## src/rtl/if_fetch_pkg.sv

```systemverilog
`default_nettype none
// ============================================================================
// Module   : if_fetch_pkg
// Brief    : Shared constants, bus widths and FSM encoding for the fetch stage.
// Revision : 1.0
// ============================================================================
package if_fetch_pkg;

    localparam logic        ChipEnable  = 1'b1;
    localparam logic        ChipDisable = 1'b0;
    localparam int          InstAddrBus = 32;
    localparam int          InstBus     = 32;
    localparam logic [31:0] ZeroWord    = 32'h0000_0000;
    localparam logic [31:0] c_pc_inc    = 32'd4;

    typedef enum logic [1:0] {
        FETCH_BOOT = 2'd0,
        FETCH_RUN  = 2'd1,
        FETCH_HOLD = 2'd2
    } fetch_state_t;

endpackage
`default_nettype wire

```

## src/rtl/if_id_reg.sv

```systemverilog
`default_nettype none
// ============================================================================
// Module   : if_id_reg
// Brief    : IF/ID pipeline register with stall hold and bubble insertion.
// Revision : 1.0
// ============================================================================
module if_id_reg
    import if_fetch_pkg::*;
#(
    parameter int ADDR_W = 32,
    parameter int INST_W = 32
) (
    input  logic              clk,
    input  logic              rst,
    input  logic              stall,
    input  logic              flush,
    input  logic              fetch_ce,
    input  logic              fetch_excp,
    input  logic [ADDR_W-1:0] fetch_pc,
    input  logic [INST_W-1:0] fetch_inst,
    output logic [ADDR_W-1:0] id_pc,
    output logic [INST_W-1:0] id_inst,
    output logic              id_valid,
    output logic              id_excp
);

    always_ff @(posedge clk or posedge rst) begin
        if (rst) begin
            id_pc    <= '0;
            id_inst  <= INST_W'(ZeroWord);
            id_valid <= 1'b0;
            id_excp  <= 1'b0;
        end else if (flush) begin
            id_pc    <= '0;
            id_inst  <= INST_W'(ZeroWord);
            id_valid <= 1'b0;
            id_excp  <= 1'b0;
        end else if (!stall) begin
            if (fetch_excp) begin
                // Faulting fetch keeps its PC so the later stage can report it
                id_pc    <= fetch_pc;
                id_inst  <= INST_W'(ZeroWord);
                id_valid <= 1'b1;
                id_excp  <= 1'b1;
            end else if (fetch_ce == ChipEnable) begin
                id_pc    <= fetch_pc;
                id_inst  <= fetch_inst;
                id_valid <= 1'b1;
                id_excp  <= 1'b0;
            end else begin
                id_pc    <= '0;
                id_inst  <= INST_W'(ZeroWord);
                id_valid <= 1'b0;
                id_excp  <= 1'b0;
            end
        end
    end

endmodule
`default_nettype wire

```

## src/rtl/if_fetch.sv

```systemverilog
`default_nettype none
// ============================================================================
// Module   : if_fetch
// Brief    : Instruction fetch: PC, ROM interface, stall/branch/flush handling.
//            Optional alignment check enabled by defining IF_ALIGN_CHECK_EN.
// Revision : 1.0
// ============================================================================
module if_fetch
    import if_fetch_pkg::*;
#(
    parameter logic [31:0] RESET_PC = 32'h0000_0000,
    parameter int          ADDR_W   = 32,
    parameter int          INST_W   = 32
) (
    input  logic              clk,
    input  logic              rst,
    input  logic              stall_i,
    input  logic              flush_i,
    input  logic [ADDR_W-1:0] new_pc_i,
    input  logic              branch_flag_i,
    input  logic [ADDR_W-1:0] branch_target_i,
    output logic              rom_ce_o,
    output logic [ADDR_W-1:0] rom_addr_o,
    input  logic [INST_W-1:0] rom_inst_i,
    output logic [ADDR_W-1:0] id_pc_o,
    output logic [INST_W-1:0] id_inst_o,
    output logic              id_valid_o,
    output logic              if_excp_o
);

    fetch_state_t      r_state;
    logic [ADDR_W-1:0] r_pc;
    logic              r_ce;
    logic              r_pend_flag;
    logic [ADDR_W-1:0] r_pend_target;

    logic              w_booting;
    logic              w_flush;
    logic              w_misaligned;
    logic [ADDR_W-1:0] w_next_pc;
    logic              w_next_ok;
    logic              w_new_ok;
    logic              w_boot_ok;

    assign w_booting = (r_state == FETCH_BOOT);
    assign w_flush   = flush_i && !w_booting;
    assign w_next_pc = branch_flag_i ? branch_target_i :
                       r_pend_flag   ? r_pend_target   :
                                       r_pc + ADDR_W'(c_pc_inc);

`ifdef IF_ALIGN_CHECK_EN
    assign w_misaligned = !w_booting && (r_pc[1:0] != 2'b00);
    assign w_next_ok    = (w_next_pc[1:0] == 2'b00);
    assign w_new_ok     = (new_pc_i[1:0] == 2'b00);
    assign w_boot_ok    = (RESET_PC[1:0] == 2'b00);
`else
    assign w_misaligned = 1'b0;
    assign w_next_ok    = ChipEnable;
    assign w_new_ok     = ChipEnable;
    assign w_boot_ok    = ChipEnable;
`endif

    always_ff @(posedge clk or posedge rst) begin
        if (rst) begin
            r_state       <= FETCH_BOOT;
            r_pc          <= ADDR_W'(RESET_PC);
            r_ce          <= ChipDisable;
            r_pend_flag   <= 1'b0;
            r_pend_target <= '0;
        end else begin
            case (r_state)
                FETCH_BOOT: begin
                    r_state <= FETCH_RUN;
                    r_ce    <= w_boot_ok;
                end
                default: begin
                    if (w_flush) begin
                        r_state     <= FETCH_RUN;
                        r_pc        <= new_pc_i;
                        r_ce        <= w_new_ok;
                        r_pend_flag <= 1'b0;
                    end else if (stall_i) begin
                        r_state <= FETCH_HOLD;
                        if (branch_flag_i) begin
                            r_pend_flag   <= 1'b1;
                            r_pend_target <= branch_target_i;
                        end
                    end else begin
                        r_state     <= FETCH_RUN;
                        r_pend_flag <= 1'b0;
                        // A faulting PC stays put until a flush redirects it
                        if (!w_misaligned) begin
                            r_pc <= w_next_pc;
                            r_ce <= w_next_ok;
                        end
                    end
                end
            endcase
        end
    end

    assign rom_ce_o   = r_ce;
    assign rom_addr_o = r_pc;

    if_id_reg #(
        .ADDR_W (ADDR_W),
        .INST_W (INST_W)
    ) u_if_id_reg (
        .clk        (clk),
        .rst        (rst),
        .stall      (stall_i && !w_booting),
        .flush      (w_flush),
        .fetch_ce   (r_ce),
        .fetch_excp (w_misaligned),
        .fetch_pc   (r_pc),
        .fetch_inst (rom_inst_i),
        .id_pc      (id_pc_o),
        .id_inst    (id_inst_o),
        .id_valid   (id_valid_o),
        .id_excp    (if_excp_o)
    );

endmodule
`default_nettype wire

```

## config.mk

```make
export PLATFORM = sky130hd
export DESIGN_NAME = if_fetch
export DESIGN_NICKNAME = d
export VERILOG_FILES = /design/src/rtl/if_fetch_pkg.sv /design/src/rtl/if_id_reg.sv /design/src/rtl/if_fetch.sv
export SDC_FILE = /design/constraint.sdc
export NUM_CORES = 1
export LEC_CHECK = 0
export BUFFER_PORTS_ARGS = -buffer_cell sky130_fd_sc_hd__buf_4
export CAP_MARGIN = 0
export CORE_UTILIZATION = 46
export CTS_CLUSTER_SIZE = 10
export DETAILED_ROUTE_END_ITERATION = 8
export PLACE_DENSITY_LB_ADDON = 0.2
export SLEW_MARGIN = 20
export SYNTH_ARGS = -nofsm -noshare
export SYNTH_HDL_FRONTEND = slang
export SYNTH_SLANG_ARGS = --single-unit
```

## constraint.sdc

```tcl
create_clock -name clk -period 3.9 [get_ports clk]
set_clock_uncertainty 0.1 [all_clocks]
set_input_delay 0.39 -clock clk [delete_from_list [all_inputs] [get_ports clk]]
set_output_delay 0.39 -clock clk [all_outputs]
set_load 0.05 [all_outputs]
```

==> impl_metrics.toml <==
[run_status]
status = "finished, final reports clean"

[placement]
dp.cells = 929
dp_slack_ns = 1.41
portBuffers = 198
place.detailed.hpwl_mm = 13.4
gp_congestion = 0.867

[layout]
multi_input_area_um2 = 2820
n_fill_cell = 1101
seq_area_um2 = 3330
drive_gt1_share_pct = 36.4
area_delta_synth_final_pct = 35.2
diodes = 0
fin_nets = 874
fin_cells = 961

[detailed_routing]
wl_per_cell_um = 19.8
routed.top_layer = "met4"
wl_met1_mm = 8.27
dr.pass1.iters = 5
drtIter0Drc = 503
dr_total_vias = 5876
wl_met3_mm = 1.53
drc_errors = 0
totalWireLength_mm = 19.0
vias_per_cell = 6.11
detail-route-antenna-nets = 0
wl_met2_mm = 8.76

[logic_synthesis]
synth_nets = 698
synth_edf_count = 0
syn_inst = 596
async_reset_ff_share_pct = 100
dominantRegCellSynth = "dfrtp_1"
seq_area_frac_synth_pct = 52.2
ys_seq_elements = 133
synth_area_um2 = 6380
synth_warnings = 0
ys_types = 60
avgSynthCellArea_um2 = 10.7

[clock_network]
clockBufferDepth = 2
cts_resized = 0
clock_latency_ns = 0.43
numCtsBuffers = 17
clk_pin_slew_ns = 0.06
htreeDepth = 4
cts.hold.buffers_added = 0
cts_sinks = 133
root_buffer = "clkbuf_16"
cts_tree = "yes"
cts_setup_buffers = 0

[sta]
finalSetupViolCount = 0
maxSlewViolCount = 0
fin_tns_setup_ns = 0
min_period_ns = 2.50
tightest_slew_ns = 1.03
slew_headroom_pct = 31.1
clock.fmax_mhz = 399
rsz0062_at_grt = "false"
hold_ws_ns = 0.00968
finalCritPeriodShare_pct = 64.2
fin_ws_ns = 1.40
final_hold_viol_count = 0

[grt]
grtUsageTotal_pct = 27.5
grt_pass1_vias = 5463
grt_pass1_wl_mm = 30.2
antenna_found_initial = 0
globalRouteOverflowTotal = 0
grt_max_degree = 67

[power]
peakVddDrop_uv = 261
p_total_w = 0.00494
p_leak_nw = 3.99
powerDensity_nw_per_um2 = 573

[flow_run]
drv_cap = 0

[min_path]
hold_path.class = "input port to async pin"

[critical_path]
cp_data_arrival_time_ns = 2.73
crit_required_ns = 4.12
worst_r2r_startpoint = "r_pend_flag"
rr_worst_depth = 5
cp-start-kind = "flop"
worst-path-max-fanout = 16
regToRegSetupSlack_ns = 1.40
crit_type = "flop to flop"
worstSetupEndpointType = "flop"
worstReg2RegEnd = "rom_addr_o[19]"

[floorplanning]
dieArea_um2 = 14300
start_util_pct = 47.6
coreArea_um2 = 13400
ios = 200
die_w_um = 120
die_y_um = 120
num_rows = 42
synth_stat cells, types with 9 or more instances:
master	count	area share [%]
nand4_1	11	1.1
nand2b_1	14	1.4
o21ai_0	26	2.0
a21oi_1	18	1.4
a31oi_1	10	0.98
nor2_1	29	1.7
nand3_1	23	1.8
nand2_1	46	2.7
a221oi_1	9	1.2
a22o_1	66	9.1
dfrtp_1	133	52
clkbuf_1	43	2.5
and3_1	10	0.98
a221o_1	9	1.4
mux2_2	32	5.6
cell families (layout without fill, tap and decap cells):
family / count (synthesis) / count (layout) / synth area share (%)
xor+xnor: 4 / 4 / 0.549
flops: 133 / 133 / 52.2
buf+inv: 63 / 252 / 3.82
fa+ha+maj: 1 / 1 / 0.196
mux: 36 / 36 / 6.28
compound gates: 195 / 195 / 23.4
simple gates: 163 / 163 / 13.5
other cells: 1 / 1 / 0.0588
layer usage:
| metal | up-vias | GRT usage (%) |
|---|---|---|
| li1 | 2635 | - |
| met1 | 2910 | 39.3 |
| met2 | 294 | 40.7 |
| met3 | 37 | 5.99 |
| met4 | 0 | 11.2 |
| met5 | - | 0 |
cell type report:
| cell class | count | area share, % |
|---|---|---|
| inverter | 11 | 0.522 |
| clock buffer | 19 | 5.14 |
| clock inverter | 13 | 2.10 |
| sequential | 133 | 38.6 |
| tap | 176 | 2.55 |
| multi-input combinational | 400 | 32.7 |
| timing repair buffer | 209 | 18.3 |
stage by stage:
| step | util [%] | instance area, um2 |
|---|---|---|
| after floorplan | - | 6380 |
| after global routing | 64.3 | 8620 |
| final | 64.3 | 8620 |
| after detailed placement | 59.7 | 8000 |
| after CTS | 64.3 | 8620 |
| after global placement | 59.7 | 8000 |
worst max path at each step:
| stage | endpoint | slack (ns) | start |
|---|---|---|---|
| floorplan | rom_addr_o[28] | 1.46 | rom_addr_o[2] |
| CTS | rom_addr_o[19] | 1.42 | r_pend_flag |
| detailed placement | rom_addr_o[19] | 1.41 | r_pend_flag |
| finish | rom_addr_o[19] | 1.40 | r_pend_flag |
| global route | rom_addr_o[12] | 1.18 | r_pend_flag |
| global placement | rom_addr_o[27] | 1.46 | branch_flag_i |
critical path: stages, from the launching register on:
cell,delay [ns]
dfrtp_1,0.46
buf_4,0.25
nor2b_1,0.84
a221oi_1,0.30
o41a_1,0.20
o32ai_1,0.24
flip-flops by register name, indices dropped and copies added (netlist names):
| signal | count |
|---|---|
| r_pend_flag | 1 |
| r_pend_target | 32 |
| r_state | 2 |
| rom_addr_o | 32 |
| rom_ce_o | 1 |
| u_if_id_reg.id_inst | 32 |
| u_if_id_reg.id_pc | 32 |
| u_if_id_reg.id_valid | 1 |
cells in the final DEF (no fill, tap or decap), types with 5 or more instances in the layout:
| cell | count |
|---|---|
| and3_1 | 9 |
| nand4_1 | 11 |
| mux2_2 | 32 |
| clkbuf_16 | 17 |
| o21ai_0 | 25 |
| nand3_1 | 23 |
| nand2_1 | 46 |
| a221oi_1 | 9 |
| inv_1 | 7 |
| a31oi_1 | 10 |
| nor2_1 | 27 |
| a22o_1 | 66 |
| dfrtp_1 | 133 |
| a221o_1 | 9 |
| o211ai_1 | 5 |
| o31ai_1 | 8 |
| nor3_1 | 7 |
| o32ai_1 | 6 |
| nor2b_1 | 5 |
| buf_4 | 208 |
| a21oi_1 | 18 |
| nand2b_1 | 14 |
power breakdown:
group          internal, W  leakage [nW]  total (W)  switching (W)
combinational     0.000499          2.05    0.00141       0.000910
clock              0.00108         0.303    0.00168       0.000600
sequential         0.00160          1.64    0.00185       0.000249
total              0.00318          3.99    0.00494        0.00176
(Power assumes the default switching activity.)
